--- config.mk ---
export PLATFORM = sky130hd
export DESIGN_NAME = muldiv_sequencer_flat
export DESIGN_NICKNAME = d
export VERILOG_FILES = /design/src/rtl/muldiv_sequencer_pkg.sv /design/src/rtl/muldiv_sequencer_if.sv /design/src/rtl/muldiv_sequencer_iter_datapath.sv /design/src/rtl/muldiv_sequencer.sv /design/src/flat_wrapper.sv
export SDC_FILE = /design/constraint.sdc
export NUM_CORES = 1
export LEC_CHECK = 0
export CAP_MARGIN = 15
export CORE_UTILIZATION = 60
export CTS_CLUSTER_SIZE = 40
export DETAILED_ROUTE_END_ITERATION = 12
export PLACE_DENSITY = 0.89
export SLEW_MARGIN = 0
export SYNTH_ARGS = -nofsm -noshare
export SYNTH_HDL_FRONTEND = slang
export SYNTH_SLANG_ARGS = --single-unit
--- constraint.sdc ---
create_clock -name clk_i -period 10.7 [get_ports clk_i]
set_clock_uncertainty 0.2 [all_clocks]
set_input_delay 2.675 -clock clk_i [delete_from_list [all_inputs] [get_ports clk_i]]
set_output_delay 2.675 -clock clk_i [all_outputs]
set_load 0.05 [all_outputs]
--- src/rtl/muldiv_sequencer_pkg.sv ---
// rtl/muldiv_sequencer_pkg.sv - shared types and constants for the RV32M multiply/divide sequencer
package muldiv_sequencer_pkg;

  localparam int XLEN  = 32;
  localparam int CNT_W = $clog2(XLEN);

  // func7 value that marks an M-extension op in the decoder
  localparam logic [6:0] FUNC7_MULDIV = 7'b0000001;

  typedef enum logic [2:0] {
    OP_MUL    = 3'b000,
    OP_MULH   = 3'b001,
    OP_MULHSU = 3'b010,
    OP_MULHU  = 3'b011,
    OP_DIV    = 3'b100,
    OP_DIVU   = 3'b101,
    OP_REM    = 3'b110,
    OP_REMU   = 3'b111
  } muldiv_op_e;

  typedef enum logic [1:0] {
    ST_IDLE = 2'd0,
    ST_BUSY = 2'd1,
    ST_DONE = 2'd2
  } muldiv_state_e;

  // Two's complement negate when neg is set
  function automatic logic [XLEN-1:0] cond_neg(input logic [XLEN-1:0] v, input logic neg);
    return neg ? -v : v;
  endfunction

endpackage

--- src/rtl/muldiv_sequencer_if.sv ---
// rtl/muldiv_sequencer_if.sv - EX-stage handshake between pipeline control and the sequencer
interface muldiv_sequencer_if;
  import muldiv_sequencer_pkg::*;

  logic            start;
  logic [2:0]      func3;
  logic [XLEN-1:0] operand_a;
  logic [XLEN-1:0] operand_b;
  logic            flush;
  logic            stall;
  logic            busy;
  logic            done;
  logic [XLEN-1:0] result;

  modport master (
    output start, func3, operand_a, operand_b, flush,
    input  stall, busy, done, result
  );

  modport slave (
    input  start, func3, operand_a, operand_b, flush,
    output stall, busy, done, result
  );

endinterface

--- src/rtl/muldiv_sequencer_iter_datapath.sv ---
// rtl/muldiv_sequencer_iter_datapath.sv - one shift-add or restoring-divide step per cycle
module muldiv_iter_datapath
  import muldiv_sequencer_pkg::*;
(
  input  logic              clk_i,
  input  logic              rst_i,
  input  logic              load_i,
  input  logic              step_i,
  input  logic              div_i,
  input  logic [2*XLEN-1:0] init_acc_i,
  input  logic [XLEN-1:0]   divisor_i,
  output logic [2*XLEN-1:0] acc_o
);

  // Upper half: running product high word / partial remainder.
  // Lower half: multiplier bits still to consume / dividend bits then quotient bits.
  logic [2*XLEN-1:0] acc_d, acc_q;
  logic [XLEN-1:0]   b_q;
  logic [XLEN:0]     mul_sum;
  logic [XLEN:0]     trial_rem;
  logic [XLEN-1:0]   trial_diff;
  logic              trial_ok;

  // Next accumulator: load, or one multiply/divide iteration
  always_comb begin
    mul_sum    = {1'b0, acc_q[2*XLEN-1:XLEN]} + (acc_q[0] ? {1'b0, b_q} : '0);
    trial_rem  = {acc_q[2*XLEN-1:XLEN], acc_q[XLEN-1]};
    trial_ok   = (trial_rem >= {1'b0, b_q});
    // The remainder stays below the divisor, so a passing trial fits in XLEN bits
    trial_diff = trial_rem[XLEN-1:0] - b_q;
    acc_d      = acc_q;
    if (load_i) begin
      acc_d = init_acc_i;
    end else if (step_i) begin
      if (!div_i)
        acc_d = {mul_sum, acc_q[XLEN-1:1]};
      else if (trial_ok)
        acc_d = {trial_diff, acc_q[XLEN-2:0], 1'b1};
      else
        acc_d = {trial_rem[XLEN-1:0], acc_q[XLEN-2:0], 1'b0};
    end
  end

  // Accumulator and held divisor/multiplicand registers
  always_ff @(posedge clk_i or posedge rst_i) begin
    if (rst_i) begin
      acc_q <= '0;
      b_q   <= '0;
    end else begin
      acc_q <= acc_d;
      if (load_i) b_q <= divisor_i;
    end
  end

  assign acc_o = acc_q;

endmodule

--- src/rtl/muldiv_sequencer.sv ---
// rtl/muldiv_sequencer.sv - iterative RV32M multiply/divide sequencer with pipeline stall
module muldiv_sequencer
  import muldiv_sequencer_pkg::*;
(
  input  logic              clk_i,
  input  logic              rst_i,
  muldiv_sequencer_if.slave bus
);

  localparam logic [XLEN-1:0] INT_MIN = {1'b1, {(XLEN-1){1'b0}}};

  muldiv_state_e     state_q, state_d;
  logic [CNT_W-1:0]  cnt_q;
  muldiv_op_e        op_q, op_in;
  logic              neg_q, neg_rem_q, op_is_div;
  logic [XLEN-1:0]   result_q, fix_val, mag_a, mag_b;
  logic              sign_a, sign_b, div_by_zero, overflow, special, accept, busy_step;
  logic [2*XLEN-1:0] init_acc, acc, prod;

  // Operand decode: signedness, magnitudes and the two divide corner cases
  always_comb begin
    op_in       = muldiv_op_e'(bus.func3);
    sign_a      = bus.operand_a[XLEN-1] & (op_in inside {OP_MULH, OP_MULHSU, OP_DIV, OP_REM});
    sign_b      = bus.operand_b[XLEN-1] & (op_in inside {OP_MULH, OP_DIV, OP_REM});
    mag_a       = cond_neg(bus.operand_a, sign_a);
    mag_b       = cond_neg(bus.operand_b, sign_b);
    div_by_zero = bus.func3[2] && (bus.operand_b == '0);
    overflow    = (op_in inside {OP_DIV, OP_REM}) && (bus.operand_a == INT_MIN) &&
                  (bus.operand_b == '1);
    special     = div_by_zero | overflow;
    accept      = (state_q == ST_IDLE) && bus.start && !bus.flush;
    // Corner cases preload the final quotient/remainder so DONE needs no extra path
    if (div_by_zero)   init_acc = {bus.operand_a, {XLEN{1'b1}}};
    else if (overflow) init_acc = {{XLEN{1'b0}}, INT_MIN};
    else               init_acc = {{XLEN{1'b0}}, mag_a};
  end

  assign op_is_div = op_q inside {OP_DIV, OP_DIVU, OP_REM, OP_REMU};
  assign busy_step = (state_q == ST_BUSY);

  muldiv_iter_datapath u_datapath (
    .clk_i      (clk_i),
    .rst_i      (rst_i),
    .load_i     (accept),
    .step_i     (busy_step),
    .div_i      (op_is_div),
    .init_acc_i (init_acc),
    .divisor_i  (mag_b),
    .acc_o      (acc)
  );

  // Sign fix-up and selection of the architectural result word
  always_comb begin
    prod = neg_q ? -acc : acc;
    unique case (op_q)
      OP_MUL:                       fix_val = prod[XLEN-1:0];
      OP_MULH, OP_MULHSU, OP_MULHU: fix_val = prod[2*XLEN-1:XLEN];
      OP_DIV, OP_DIVU:              fix_val = cond_neg(acc[XLEN-1:0], neg_q);
      default:                      fix_val = cond_neg(acc[2*XLEN-1:XLEN], neg_rem_q);
    endcase
  end

  // FSM next state and pipeline control outputs
  always_comb begin
    state_d   = state_q;
    bus.stall = 1'b0;
    bus.done  = 1'b0;
    bus.busy  = (state_q != ST_IDLE);
    unique case (state_q)
      ST_IDLE: begin
        bus.stall = accept;
        if (accept) state_d = special ? ST_DONE : ST_BUSY;
      end
      ST_BUSY: begin
        bus.stall = 1'b1;
        if (bus.flush)                        state_d = ST_IDLE;
        else if (cnt_q == CNT_W'(XLEN - 1))   state_d = ST_DONE;
      end
      ST_DONE: begin
        bus.done = !bus.flush;
        state_d  = ST_IDLE;
      end
      default: state_d = ST_IDLE;
    endcase
  end

  // Present the fresh result during the done pulse, otherwise the held one
  assign bus.result = bus.done ? fix_val : result_q;

  // FSM state register
  always_ff @(posedge clk_i or posedge rst_i) begin
    if (rst_i) state_q <= ST_IDLE;
    else       state_q <= state_d;
  end

  // Op latch, iteration counter and held result
  always_ff @(posedge clk_i or posedge rst_i) begin
    if (rst_i) begin
      cnt_q     <= '0;
      op_q      <= OP_MUL;
      neg_q     <= 1'b0;
      neg_rem_q <= 1'b0;
      result_q  <= '0;
    end else begin
      if (accept) begin
        cnt_q     <= '0;
        op_q      <= op_in;
        neg_q     <= !special && (sign_a ^ sign_b);
        neg_rem_q <= !special && sign_a;
      end else if (busy_step) begin
        cnt_q <= cnt_q + CNT_W'(1);
      end
      if (bus.done) result_q <= fix_val;
    end
  end

endmodule

--- src/flat_wrapper.sv ---
// flat-port wrapper written by rule: the top's interface ports become plain ports
module muldiv_sequencer_flat import muldiv_sequencer_pkg::*;
  (clk_i, rst_i, bus_start, bus_func3, bus_operand_a, bus_operand_b, bus_flush, bus_stall, bus_busy, bus_done, bus_result);
  muldiv_sequencer_if bus_i ();
  input  logic clk_i;
  input  logic rst_i;
  input wire logic [$bits(bus_i.start)-1:0] bus_start;
  input wire logic [$bits(bus_i.func3)-1:0] bus_func3;
  input wire logic [$bits(bus_i.operand_a)-1:0] bus_operand_a;
  input wire logic [$bits(bus_i.operand_b)-1:0] bus_operand_b;
  input wire logic [$bits(bus_i.flush)-1:0] bus_flush;
  output wire logic [$bits(bus_i.stall)-1:0] bus_stall;
  output wire logic [$bits(bus_i.busy)-1:0] bus_busy;
  output wire logic [$bits(bus_i.done)-1:0] bus_done;
  output wire logic [$bits(bus_i.result)-1:0] bus_result;
  assign bus_i.start = bus_start;
  assign bus_i.func3 = bus_func3;
  assign bus_i.operand_a = bus_operand_a;
  assign bus_i.operand_b = bus_operand_b;
  assign bus_i.flush = bus_flush;
  assign bus_stall = bus_i.stall;
  assign bus_busy = bus_i.busy;
  assign bus_done = bus_i.done;
  assign bus_result = bus_i.result;
  muldiv_sequencer u_core (.clk_i(clk_i), .rst_i(rst_i), .bus(bus_i));
endmodule
After elaboration in Yosys (flattened, before gate mapping)
Cells that the tools add are included.
{ "classes": {"add_sub_neg": 8, "reduce_logical": 21, "order_cmp": 1, "n_eq_ne": 18, "bitwise": 4, "n_mux": 23} }
{ "ops": {"columns": ["operator", "n"], "rows": [
  ["$mux 64", 6],
  ["$mux 32", 7],
  ["$neg 32->32", 4],
  ["$pmux 32 s3", 1],
  ["$eq 32x32->1 const B", 2],
  ["$neg 64->64", 1],
  ["$add 32x33->33", 1],
  ["$ge 33x32->1", 1],
  ["$logic_not 32->1", 1],
  ["$sub 32x32->32", 1],
  ["$eq 3x3->1 const B", 6],
  ["$mux 5", 2],
  ["$eq 3x2->1 const B", 3],
  ["$mux 2", 4],
  ["$reduce_bool 4->1", 2],
  ["$logic_and 1x1->1", 7],
  ["$eq 3x1->1 const B", 2],
  ["$reduce_bool 2->1", 3],
  ["$add 5x1->5 const B", 1],
  ["$eq 5x5->1 const B", 1],
  ["$pmux 2 s2", 1],
  ["$logic_not 3->1", 1],
  ["$ne 3x3->1 const B", 1],
  ["$reduce_bool 3->1", 1],
  ["13 further kinds", 15]
]} }
{ "totals": {"out_inout_bits": 35, "word_cells": 83, "ff_bits": 140} }

Logic depth before layout (Yosys ltp)
{ "logic_depth": {"ltp_word": 8, "mapped_depth": 14} }

Hierarchy
From an unflattened synthesis, not the netlist that was laid out.
{ "unflattened": {"cells_unflattened": 2042, "area_unflattened_um2": 15018.2} }
{ "by_module_without_submodules": {"columns": ["mod", "cells_per_inst", "area_per_inst_um2", "n_inst"], "rows": [
  ["muldiv_iter_datapath", 1097, 8433.1, 1],
  ["muldiv_sequencer", 945, 6585.1, 1]
]} }

Worst setup path after synthesis
No wires, ideal clock.
{ "synth_timing": {"kind": "input port to output port", "from": "in bus_flush", "to": "out bus_result[27]", "path_stages": 6, "arrival_ns": 4.568, "path_slack_ns": 3.257, "n_path_buf": 1, "cell_sequence": "nor2_1 nand2_1 inv_1 clkbuf_1 o21ai_0 o21ai_1"} }
{ "synth_via": {"elab_chain_cells": 3} }
{ "synth_rtl": {"columns": ["element", "line_no", "text"], "rows": [
  ["start: declaration", "flat_wrapper.sv:11", "input wire logic [$bits(bus_i.flush)-1:0] bus_flush;"],
  ["$logic_not 1->1", "muldiv_sequencer.sv:80", "bus.done = !bus.flush;"],
  ["$mux 1", "muldiv_sequencer.sv:69", "unique case (state_q)"],
  ["named net bus_done", "flat_wrapper.sv:14", "output wire logic [$bits(bus_i.done)-1:0] bus_done;"],
  ["$mux 32", "muldiv_sequencer.sv:88", "assign bus.result = bus.done ? fix_val : result_q;"],
  ["end: declaration", "flat_wrapper.sv:15", "output wire logic [$bits(bus_i.result)-1:0] bus_result;"]
]} }
The timed path passes the listed nets, and every way through them passes these cells.

Worst setup path after layout
{ "layout_timing": {"from": "in bus_flush", "to": "out bus_result[29]"} }
{ "layout_via": {"elab_chain_cells": 3} }
{ "layout_rtl": {"columns": ["element", "line_no"], "rows": [
  ["$logic_not 1->1", "muldiv_sequencer.sv:80"],
  ["$mux 1", "muldiv_sequencer.sv:69"],
  ["$mux 32", "muldiv_sequencer.sv:88"]
]} }
Every way passes these cells.

==> impl_metrics.tcl <==
set metrics [dict create \
    crit_fanout 48 \
    synth-seq-cells 140 \
    place_ws_ns 2.39 \
    start_util 0.618 \
    drtAntennaViolNets 0 \
    grt.total_usage 0.408 \
    ys.warnings.count 0 \
    setup_viol 0 \
    dp.cells 2172 \
    outcome "finished clean" \
    cp.required_ns 7.83 \
    slew_headroom 0.154 \
    power.switching_uw 2290 \
    cts.sinks 140 \
    r2r-end "u_core.u_datapath.acc_o[46]" \
    min_path_type "reg -> reg" \
    dp_hpwl_um 36800 \
    setup_slack_ns 2.35 \
    final_area_um2 15800 \
    wl_um 48800 \
    max_freq_mhz 120 \
    dr_total_vias 14805 \
    dr.pass1.iters 6 \
    hp-start "u_core.u_datapath.b_q[27]" \
    hold_depth 2 \
    power_leakage_uw 0.00637 \
    critical_path_class "in -> out" \
    grt_antenna_before_repair 2 \
    syn2layout_area_growth_pct 11.9 \
    syn-mean-instance-area_um2 7.55 \
    crit_arrival_ns 5.48 \
    htree_levels 4 \
    io-pin-count 106 \
    regToRegSetupSlack_ns 5.89 \
    fin_crit_sh 0.780 \
    fp-row-count 55 \
    p_int_uw 2130 \
    drive_above_1_share 0.0523 \
    grt_pass1_wl_um 76500 \
    async_flop_share 1.00 \
    clk_path_buf_depth 2 \
    cts.clk_slew.worst_paths_ns 0.07 \
    fill_cells 1934 \
    worst_pin_slew_ns 1.27 \
    finalMaxSlewViolations 0 \
    syn_inst 1869 \
    pwr-share-clk 0.140 \
    fin_tns_setup_ns 0 \
    r2r_cells 9 \
    grt_pass1_vias 14126 \
    fin_crit_ns 8.35 \
    drv_cap 0 \
    p_seq_frac 0.239 \
    synth.cell_area_um2 14100 \
    portBuffers 105 \
    hold_viol 0 \
    p_comb_frac 0.621 \
    grt_overflow 0 \
    clock_latency_ns 0.45 \
    coreArea_um2 22800 \
    antennaDiodeCount 0 \
    synthesis.nets 2013 \
    route.detailed.drc 0 \
    die-area_um2 24100 \
    critPathLaunchType "input port" \
    min_to "u_core.u_datapath.b_q[27]" \
    via_per_inst 6.71 \
    cts_tree "done" \
    finalNonFillerCells 2205 \
    synth_edf_count 0 \
    post-cts-setup-buffers 0 \
    cts_resized 0 \
    wl_per_cell_um 22.1 \
    yosysSeqAreaShare 0.248 \
    ctsRootBufferMaster "clkbuf_16" \
    grt_max_degree 89 \
    drtIter0Drc 1611 \
    die_w_um 155 \
    critPathCaptureType "primary output" \
    rr_startpoint "u_core.u_datapath.acc_o[57]" \
    gp_congestion 1.01 \
    fin_nets 2023 \
    die_height_um 155 \
    hold_ws_ns 0.282 \
    rsz0062_at_grt "no" \
    sw_frac_of_total 0.517 \
    hold_buffers 0 \
    yosys_most_used_dff "dfrtp_1" \
    numCtsBuffers 17 \
    ys_types 81 \
    postPlaceCellArea_um2 15200 \
    vdd_drop_max_mv 0.127 \
    p_per_area_nw_per_um2 280 \
]
-- stage by stage --
| stage | utilization | total power (µW) |
|---|---|---|
| after floorplan | - | 2960 |
| after global placement | 0.664 | 3640 |
| after detailed placement | 0.664 | 3680 |
| after CTS | 0.690 | 4310 |
| after global routing | 0.692 | 4680 |
| final | 0.692 | 4420 |
-- area by class of cell --
class / count / area, µm² / share of cell area
Tap cell: 313 / 392 / 0.0248
Inverter: 62 / 238 / 0.0150
Timing Repair Buffer: 124 / 1210 / 0.0768
Multi-Input combinational cell: 1534 / 9860 / 0.624
Clock buffer: 17 / 425 / 0.0269
Clock inverter: 15 / 170 / 0.0108
Sequential cell: 140 / 3500 / 0.222
-- power groups by stage --
stage | Sequential, µW | Combinational [µW] | Clock (µW)
2_1_floorplan | 793 | 2170 | 0
3_3_place_gp | 1030 | 2600 | 0
3_5_place_dp | 1040 | 2640 | 0
4_1_cts | 1030 | 2660 | 616
5_1_grt | 1070 | 2980 | 639
6_report | 1060 | 2740 | 617
-- sequential cells by signal, summed over array words and instances (netlist names) --
register                 flops
u_core.state_q               2
u_core.cnt_q                 5
u_core.u_datapath.b_q       32
u_core.result_q             32
u_core.neg_rem_q             1
u_core.u_datapath.acc_o     64
u_core.op_q                  3
u_core.neg_q                 1
-- worst max-delay path, stage by stage --
cell	delay, ns
clkdlybuf4s50_1	0.59
nor2_1	0.06
nand2_1	0.07
buf_4	0.39
inv_1	0.36
nand2_1	0.24
o22ai_1	0.10
nor2_1	0.15
clkdlybuf4s50_1	0.82
-- metal layers --
layer	part of all wire	routed length (µm)	track usage
met5	0.00043	21	0
met4	0.074	3590	0.281
met3	0.093	4560	0.0833
met2	0.45	22200	0.662
met1	0.38	18400	0.488
-- synthesized netlist by cell type, types with 15 or more instances --
cell      instances  share of area
nand2_1         209          0.056
o21ai_0         181          0.064
nor2_1          172          0.046
a21oi_1         168          0.060
dfrtp_1         140           0.25
xnor2_1         116          0.072
clkbuf_1        114          0.030
xor2_1           75          0.047
ha_1             71          0.063
inv_1            60          0.016
nor3_1           39          0.014
mux2i_1          38          0.027
a21o_1           30          0.016
nand3_1          30          0.011
a31oi_1          28          0.012
o31ai_1          26          0.014
nand4_1          25          0.011
a211oi_1         20          0.011
o22ai_1          20         0.0089
a221oi_1         18          0.011
a22o_1           18          0.011
and3_1           18         0.0080
nor2b_1          15         0.0066
nor4_1           15         0.0066
-- logic make-up after synthesis --
logic type / after synthesis / synth area share
buffers and inverters: 195 / 0.0544
multiplexers: 51 / 0.0373
flip-flops: 140 / 0.248
adder cells (fa/ha/maj): 73 / 0.0658
AND/OR/NAND/NOR: 601 / 0.202
AO/OA/AOI/OAI: 618 / 0.274
XOR/XNOR: 191 / 0.119
-- cells in the final DEF, fill, tap and decap left out, types with 9 or more instances in the layout --
master / instances
a21oi_1: 168
a211oi_1: 20
clkdlybuf4s50_1: 105
o221ai_1: 14
a22o_1: 18
inv_1: 59
nand2_1: 209
xor2_1: 75
xnor2_1: 116
nor2b_1: 15
buf_4: 18
nor3_1: 39
a22oi_1: 9
nand3_1: 30
o31ai_1: 26
mux2i_1: 38
dfrtp_1: 139
and3_1: 18
o22ai_1: 20
o21ai_0: 181
ha_1: 71
nand4_1: 25
mux2_2: 13
nor2_1: 171
clkbuf_16: 17
a31oi_1: 28
a21o_1: 30
nor4_1: 15
or3_1: 9
nand2b_1: 12
o41ai_1: 9
a222oi_1: 14
a221oi_1: 18
-- worst max path at each step --
stage | from | to | slack, ns
final | bus_flush | bus_result[29] | 2.35
after global routing | bus_flush | bus_result[29] | 2.14
after CTS | bus_flush | bus_result[29] | 2.39
after detailed placement | bus_flush | bus_result[29] | 2.39
after global placement | bus_flush | bus_result[29] | 2.49
after floorplan | bus_flush | bus_result[27] | 3.26
No activity file was read; power rests on OpenSTA's default activity.
